===== src/rtl/pip_pkg.sv =====
// pip_pkg: shared encodings for the pipeline hazard controller
package pip_pkg;
  typedef enum logic [1:0] {FWD_RF = 2'b00, FWD_WB = 2'b01, FWD_MEM = 2'b10} fwd_e;
  typedef enum logic {RUN = 1'b0, WAIT = 1'b1} state_e;
endpackage


===== src/rtl/pip_hazard_ctrl_if.sv =====
// pip_hazard_ctrl_if: pipeline-to-hazard-controller signal bundle
interface pip_hazard_ctrl_if #(parameter int CNT_W = 32);
  logic [4:0] id_rs1, id_rs2, ex_rs1, ex_rs2, ex_rd, mem_rd, wb_rd;
  logic ex_rdEn, ex_memRd, mem_rdEn, wb_rdEn, branch_taken, mem_req, dmem_ready;
  logic pc_en, if_id_en, id_ex_en, ex_mem_en, mem_wb_en;
  logic if_id_flush, id_ex_flush, mem_wb_flush;
  logic [1:0] fwd_a, fwd_b;
  logic timeout_err;
  logic [CNT_W-1:0] stall_cnt, flush_cnt;
  modport master (
    output id_rs1, id_rs2, ex_rs1, ex_rs2, ex_rd, ex_rdEn, ex_memRd, mem_rd, mem_rdEn,
           wb_rd, wb_rdEn, branch_taken, mem_req, dmem_ready,
    input  pc_en, if_id_en, id_ex_en, ex_mem_en, mem_wb_en, if_id_flush, id_ex_flush,
           mem_wb_flush, fwd_a, fwd_b, timeout_err, stall_cnt, flush_cnt
  );
  modport slave (
    input  id_rs1, id_rs2, ex_rs1, ex_rs2, ex_rd, ex_rdEn, ex_memRd, mem_rd, mem_rdEn,
           wb_rd, wb_rdEn, branch_taken, mem_req, dmem_ready,
    output pc_en, if_id_en, id_ex_en, ex_mem_en, mem_wb_en, if_id_flush, id_ex_flush,
           mem_wb_flush, fwd_a, fwd_b, timeout_err, stall_cnt, flush_cnt
  );
endinterface


===== src/rtl/pip_fwd_unit.sv =====
// pip_fwd_unit: EX operand forwarding selects, MEM over WB, forced to RF when killed
module pip_fwd_unit
  import pip_pkg::*;
(
  input  logic       kill,
  input  logic [4:0] ex_rs1,
  input  logic [4:0] ex_rs2,
  input  logic [4:0] mem_rd,
  input  logic       mem_rdEn,
  input  logic [4:0] wb_rd,
  input  logic       wb_rdEn,
  output logic [1:0] fwd_a,
  output logic [1:0] fwd_b
);
  function automatic logic [1:0] sel(input logic [4:0] rs, input logic [4:0] mrd, input logic men,
                                     input logic [4:0] wrd, input logic wen);
    return (men && mrd != 5'd0 && mrd == rs) ? FWD_MEM :
           (wen && wrd != 5'd0 && wrd == rs) ? FWD_WB : FWD_RF;
  endfunction
  always_comb begin
    fwd_a = kill ? FWD_RF : sel(ex_rs1, mem_rd, mem_rdEn, wb_rd, wb_rdEn);
    fwd_b = kill ? FWD_RF : sel(ex_rs2, mem_rd, mem_rdEn, wb_rd, wb_rdEn);
  end
endmodule


===== src/rtl/pip_hazard_ctrl.sv =====
// pip_hazard_ctrl: pipeline enables/flushes, forwarding, dmem-wait FSM and perf counters
module pip_hazard_ctrl
  import pip_pkg::*;
#(
  parameter int MEM_TIMEOUT = 16,
  parameter int CNT_W       = 32
) (
  input logic            clk,
  input logic            rst,
  pip_hazard_ctrl_if.slave h
);
  localparam int WW = $clog2(MEM_TIMEOUT + 1);
  localparam logic [WW-1:0] TMAX = WW'(MEM_TIMEOUT);
  state_e           state;
  logic [WW-1:0]    wait_cnt;
  logic             timeout_q;
  logic [CNT_W-1:0] stall_q, flush_q;
  logic             memwait, loaduse, go, pc_en, br_flush;
  assign memwait  = h.mem_req && !h.dmem_ready;
  assign loaduse  = h.ex_memRd && h.ex_rdEn && h.ex_rd != 5'd0 &&
                    (h.ex_rd == h.id_rs1 || h.ex_rd == h.id_rs2);
  // go: not frozen and either a taken branch squashes ID or there is no load-use bubble
  assign go       = !memwait && (h.branch_taken || !loaduse);
  assign br_flush = !rst && !memwait && h.branch_taken;
  assign pc_en    = !rst && go;
  assign h.pc_en        = pc_en;
  assign h.if_id_en     = rst || go;
  assign h.id_ex_en     = rst || !memwait;
  assign h.ex_mem_en    = rst || !memwait;
  assign h.mem_wb_en    = rst || !memwait;
  assign h.if_id_flush  = rst || (!memwait && h.branch_taken);
  assign h.id_ex_flush  = rst || (!memwait && (h.branch_taken || loaduse));
  assign h.mem_wb_flush = rst || memwait;
  assign h.timeout_err  = timeout_q;
  assign h.stall_cnt    = stall_q;
  assign h.flush_cnt    = flush_q;
  pip_fwd_unit u_fwd (
    .kill    (rst),
    .ex_rs1  (h.ex_rs1),
    .ex_rs2  (h.ex_rs2),
    .mem_rd  (h.mem_rd),
    .mem_rdEn(h.mem_rdEn),
    .wb_rd   (h.wb_rd),
    .wb_rdEn (h.wb_rdEn),
    .fwd_a   (h.fwd_a),
    .fwd_b   (h.fwd_b)
  );
  always_ff @(posedge clk) begin
    if (rst) begin
      state     <= RUN;
      wait_cnt  <= '0;
      timeout_q <= 1'b0;
      stall_q   <= '0;
      flush_q   <= '0;
    end else begin
      stall_q <= stall_q + CNT_W'(!pc_en);
      flush_q <= flush_q + CNT_W'(br_flush);
      if (state == RUN) begin
        state    <= memwait ? WAIT : RUN;
        wait_cnt <= memwait ? WW'(1) : '0;
      end else if (memwait) begin
        wait_cnt <= (wait_cnt == TMAX) ? wait_cnt : wait_cnt + WW'(1);
        if (wait_cnt == TMAX) timeout_q <= 1'b1;
      end else begin
        state    <= RUN;
        wait_cnt <= '0;
      end
    end
  end
endmodule

===== src/flat_wrapper.sv =====
// flat-port wrapper written by rule: the top's interface ports become plain ports
module pip_hazard_ctrl_flat import pip_pkg::*;
#(
  parameter int MEM_TIMEOUT = 16,
  parameter int CNT_W       = 32
)
  (clk, rst, h_id_rs1, h_id_rs2, h_ex_rs1, h_ex_rs2, h_ex_rd, h_ex_rdEn, h_ex_memRd, h_mem_rd, h_mem_rdEn, h_wb_rd, h_wb_rdEn, h_branch_taken, h_mem_req, h_dmem_ready, h_pc_en, h_if_id_en, h_id_ex_en, h_ex_mem_en, h_mem_wb_en, h_if_id_flush, h_id_ex_flush, h_mem_wb_flush, h_fwd_a, h_fwd_b, h_timeout_err, h_stall_cnt, h_flush_cnt);
  pip_hazard_ctrl_if #(.CNT_W(CNT_W)) h_i ();
  input logic clk;
  input logic rst;
  input wire logic [$bits(h_i.id_rs1)-1:0] h_id_rs1;
  input wire logic [$bits(h_i.id_rs2)-1:0] h_id_rs2;
  input wire logic [$bits(h_i.ex_rs1)-1:0] h_ex_rs1;
  input wire logic [$bits(h_i.ex_rs2)-1:0] h_ex_rs2;
  input wire logic [$bits(h_i.ex_rd)-1:0] h_ex_rd;
  input wire logic [$bits(h_i.ex_rdEn)-1:0] h_ex_rdEn;
  input wire logic [$bits(h_i.ex_memRd)-1:0] h_ex_memRd;
  input wire logic [$bits(h_i.mem_rd)-1:0] h_mem_rd;
  input wire logic [$bits(h_i.mem_rdEn)-1:0] h_mem_rdEn;
  input wire logic [$bits(h_i.wb_rd)-1:0] h_wb_rd;
  input wire logic [$bits(h_i.wb_rdEn)-1:0] h_wb_rdEn;
  input wire logic [$bits(h_i.branch_taken)-1:0] h_branch_taken;
  input wire logic [$bits(h_i.mem_req)-1:0] h_mem_req;
  input wire logic [$bits(h_i.dmem_ready)-1:0] h_dmem_ready;
  output wire logic [$bits(h_i.pc_en)-1:0] h_pc_en;
  output wire logic [$bits(h_i.if_id_en)-1:0] h_if_id_en;
  output wire logic [$bits(h_i.id_ex_en)-1:0] h_id_ex_en;
  output wire logic [$bits(h_i.ex_mem_en)-1:0] h_ex_mem_en;
  output wire logic [$bits(h_i.mem_wb_en)-1:0] h_mem_wb_en;
  output wire logic [$bits(h_i.if_id_flush)-1:0] h_if_id_flush;
  output wire logic [$bits(h_i.id_ex_flush)-1:0] h_id_ex_flush;
  output wire logic [$bits(h_i.mem_wb_flush)-1:0] h_mem_wb_flush;
  output wire logic [$bits(h_i.fwd_a)-1:0] h_fwd_a;
  output wire logic [$bits(h_i.fwd_b)-1:0] h_fwd_b;
  output wire logic [$bits(h_i.timeout_err)-1:0] h_timeout_err;
  output wire logic [$bits(h_i.stall_cnt)-1:0] h_stall_cnt;
  output wire logic [$bits(h_i.flush_cnt)-1:0] h_flush_cnt;
  assign h_i.id_rs1 = h_id_rs1;
  assign h_i.id_rs2 = h_id_rs2;
  assign h_i.ex_rs1 = h_ex_rs1;
  assign h_i.ex_rs2 = h_ex_rs2;
  assign h_i.ex_rd = h_ex_rd;
  assign h_i.ex_rdEn = h_ex_rdEn;
  assign h_i.ex_memRd = h_ex_memRd;
  assign h_i.mem_rd = h_mem_rd;
  assign h_i.mem_rdEn = h_mem_rdEn;
  assign h_i.wb_rd = h_wb_rd;
  assign h_i.wb_rdEn = h_wb_rdEn;
  assign h_i.branch_taken = h_branch_taken;
  assign h_i.mem_req = h_mem_req;
  assign h_i.dmem_ready = h_dmem_ready;
  assign h_pc_en = h_i.pc_en;
  assign h_if_id_en = h_i.if_id_en;
  assign h_id_ex_en = h_i.id_ex_en;
  assign h_ex_mem_en = h_i.ex_mem_en;
  assign h_mem_wb_en = h_i.mem_wb_en;
  assign h_if_id_flush = h_i.if_id_flush;
  assign h_id_ex_flush = h_i.id_ex_flush;
  assign h_mem_wb_flush = h_i.mem_wb_flush;
  assign h_fwd_a = h_i.fwd_a;
  assign h_fwd_b = h_i.fwd_b;
  assign h_timeout_err = h_i.timeout_err;
  assign h_stall_cnt = h_i.stall_cnt;
  assign h_flush_cnt = h_i.flush_cnt;
  pip_hazard_ctrl #(.MEM_TIMEOUT(MEM_TIMEOUT), .CNT_W(CNT_W)) u_core (.clk(clk), .rst(rst), .h(h_i));
endmodule

===== config.mk =====
export PLATFORM = sky130hd
export DESIGN_NAME = pip_hazard_ctrl_flat
export DESIGN_NICKNAME = d
export VERILOG_FILES = /design/src/rtl/pip_pkg.sv /design/src/rtl/pip_hazard_ctrl_if.sv /design/src/rtl/pip_fwd_unit.sv /design/src/rtl/pip_hazard_ctrl.sv /design/src/flat_wrapper.sv
export SDC_FILE = /design/constraint.sdc
export NUM_CORES = 1
export LEC_CHECK = 0
export ABC_AREA = 1
export CORE_UTILIZATION = 30
export CTS_BUF_LIST = sky130_fd_sc_hd__clkbuf_2 sky130_fd_sc_hd__clkbuf_4 sky130_fd_sc_hd__clkbuf_8
export CTS_CLUSTER_DIAMETER = 200
export CTS_CLUSTER_SIZE = 28
export DETAILED_ROUTE_END_ITERATION = 12
export RECOVER_POWER = 25
export SYNTH_ARGS = -nofsm -noshare
export SYNTH_HDL_FRONTEND = slang
export SYNTH_SLANG_ARGS = --single-unit

===== constraint.sdc =====
create_clock -name clk -period 3.1 [get_ports clk]
set_clock_uncertainty 0.2 [all_clocks]
set_input_delay 0.62 -clock clk [delete_from_list [all_inputs] [get_ports clk]]
set_output_delay 0.62 -clock clk [all_outputs]
set_load 0.01 [all_outputs]

==> impl_metrics.ini <==
[status]
status = completed

[finish]
fin_nets = 860
diodes = 0
n_fill_cell = 1490
drive_gt1_frac = 0.0908
area_growth_pct = 39.5
fin_area_sq_mm = 0.00612
post-route-util = 0.434

[detailed_routing]
post-route-drc-count = 0
vias = 4426
first_pass_iters = 4
antenna_left = 0
wl_mm = 11.8
viasPerCell = 4.45
avgRoutedWirePerCell_um = 11.8
drtIter0Drc = 219

[synthesis]
yosysTopAreaCell = dfxtp_1
ys_seq_area_frac = 0.324
ys_types = 37
synth-edff-count = 0
ys_async_sr_fraction = 0
syn_area_sq_mm = 0.00439
yosysWarnings = 0
synth_top_area_share = 0.324
synthTopCellsByArea = dfxtp_1 32%, nand2_1 16%, nor2_1 11%, inv_1 5.6%, xor2_1 5.4%
ys_seq_elements = 71
synthFlopType = dfxtp_1
syn_avg_cell_area_sq_um = 6.51
synth.net_count = 724
syn_inst = 674

[timing]
setup_ws_ns = 0.197
fmax_ghz = 0.345
setup_viol = 0
finalHoldViolCount = 0
layout_min_cycle_time_ns = 2.90
report.final.slew_viol_count = 0
rsz0062_at_grt = false
tightestPinTransition_ns = 0.358
relSlewSlack = 0.762
fin_crit_sh = 0.936

[worst_setup_path]
end_kind = primary output
reg2regPathDepth = 9
path_delay_family = buffers and inverters
cp.required_ns = 2.28
cp_cell_sequence = clkdlybuf4s50_1, inv_1, nand2_1, nand2_1, nor2_1, nand3_1, nand2_1, nand2_1, nand2_1, nand2_1, dlygate4sd2_1
start_kind = input port
arrival_ns = 2.08
timing.critical_path.mode_cell = nand2_1
cpMaxStageDelayCell = clkdlybuf4s50_1
cp_max_fo = 4
critPathKind = in -> out
startpoint = h_ex_rd[1]
rrSetupSlack_ns = 1.29
critPathMaxStageDelay_ns = 0.52
critPathBufInv = 3
rr_startpoint = u_core.h.flush_cnt[0]
reg2reg_to = u_core.h.flush_cnt[24]

[cts]
cts_resized = 4
clock_sinks = 71
post-cts-setup-buffers = 0
cts_buffers = 9
path_clk_slew_ns = 0.08
htreeDepth = 3
postCtsHoldBufs = 0
clk-insertion-delay-late_ns = 0.36
clock_path_buffers = 2
ctsRootBufferMaster = clkbuf_8
cts_tree = built

[global_route]
antenna_found_initial = 0
grt_overflow = 0
grt_max_degree = 31
grt_use_total = 0.164
grt_pass1_wl_mm = 19.2
grt_pass1_vias = 4074

[pwr]
p_clk_frac = 0.447
p_sw_uw = 470
static-leakage-power_uw = 0.00250
combPwrFrac = 0.098
switching_share = 0.231
p_int_uw = 1570
power_density_mw_per_mm2 = 333
p_seq_frac = 0.454
peakVddDrop_mv = 0.256

[worst_hold_path]
hp-start = u_core.h.stall_cnt[31]
hp-class = reg -> reg
min_to = u_core.h.stall_cnt[31]
worstHoldPathCells = 2

[floorplan]
num_io_pins = 121
die_h_um = 123
dieArea_sq_mm = 0.0151
core_sq_mm = 0.0141
num_rows = 43
start_util = 0.311
die_x_um = 123

[place]
place_ws_ns = -0.0755
dpl_cell_area_sq_mm = 0.00587
portBuffers = 120
dp_hpwl_mm = 9.36
place.gp.congestion = 0.819

[job]
maxCapViolCount = 0
[cell type report]
class	instances	area, sq um	area share
Clock inverter	6	109	0.0178
Sequential cell	71	1420	0.232
Inverter	73	274	0.0448
Timing Repair Buffer	135	1310	0.214
Clock buffer	10	131	0.0215
Tap cell	180	225	0.0368
Multi-Input combinational cell	520	2650	0.433
[worst reg2reg max path, cell delays in order, from the launching register on]
cell	delay (ns)
dfxtp_1	0.34
ha_1	0.17
ha_1	0.24
nand3_4	0.12
nor2_8	0.16
nand2_4	0.07
nor2_4	0.15
nand3_2	0.10
nor2_1	0.11
nor2_1	0.05
[kinds of logic after synthesis]
kind of cell,count (synthesis),synth area share
flip-flops,71,0.324
XOR/XNOR,37,0.0739
adder cells (fa/ha/maj),6,0.0171
AO/OA/AOI/OAI,58,0.0693
buffers and inverters,83,0.0747
AND/OR/NAND/NOR,419,0.441
[routing by layer]
layer / track usage / part of all wire / vias to the layer above
met1: 0.210 / 0.48 / 1934
met4: 0.0419 / 0.012 / 0
met3: 0.0406 / 0.044 / 10
met2: 0.274 / 0.47 / 94
met5: 0 / 0 / -
li1: - / - / 2388
[cells in the final DEF, fill, tap and decap left out, types with 5 or more instances in the layout]
cell type / instances
a21oi_1: 39
nand4_1: 7
nor2_1: 132
dlygate4sd3_1: 27
clkdlybuf4s50_1: 85
clkbuf_8: 9
inv_1: 66
nand2_1: 190
buf_4: 13
nor3_1: 6
inv_2: 5
dfxtp_1: 71
nand2_2: 6
nand3b_1: 14
nor2_2: 8
xor2_1: 27
o21ai_0: 12
xnor2_1: 10
ha_1: 6
nand3_1: 24
nor2_4: 9
[power groups by stage]
stage	Sequential [uW]	Clock, uW	Combinational, uW
5_1_grt	927	973	225
6_report	925	911	201
4_1_cts	925	939	203
3_5_place_dp	947	0	204
3_3_place_gp	947	0	203
2_1_floorplan	947	0	88.9
[cell usage after synthesis, drive strengths merged (7+ instances only)]
cell / instances
nor2: 152
buf: 8
nand4: 7
dfxtp: 71
nor3: 8
a21oi: 39
nand3b: 15
nand3: 28
inv: 71
xnor2: 10
xor2: 27
nand2: 200
o21ai: 13
[worst max-delay path by stage]
stage | endpoint | cells past startpoint | slack, ns
2_1_floorplan | u_core.h.stall_cnt[18] | 12 | 0.49
3_3_place_gp | u_core.h.stall_cnt[18] | 17 | -0.03
3_5_place_dp | u_core.h.stall_cnt[18] | 17 | -0.08
4_1_cts | h_fwd_a[0] | 7 | 0.005
5_1_grt | u_core.h.stall_cnt[22] | 18 | 0.02
6_report | h_if_id_en | 11 | 0.20
[metrics by stage]
stage | TNS [ns] | cells | total power (uW) | hold WS [ns]
floorplan | 0 | 674 | 1040 | 0.256
global placement | -0.103 | 979 | 1150 | 0.264
detailed placement | -0.277 | 979 | 1150 | 0.271
global route | 0 | 995 | 2120 | 0.308
CTS | 0 | 995 | 2070 | 0.282
finish | 0 | 995 | 2040 | 0.272
[flip-flops by register name, indices dropped and copies added (netlist names)]
name,count
u_core.h.stall_cnt,32
u_core.h.flush_cnt,32
u_core.state,1
u_core.wait_cnt,5
u_core.h.timeout_err,1
No activity file was read; power rests on OpenSTA's default activity.
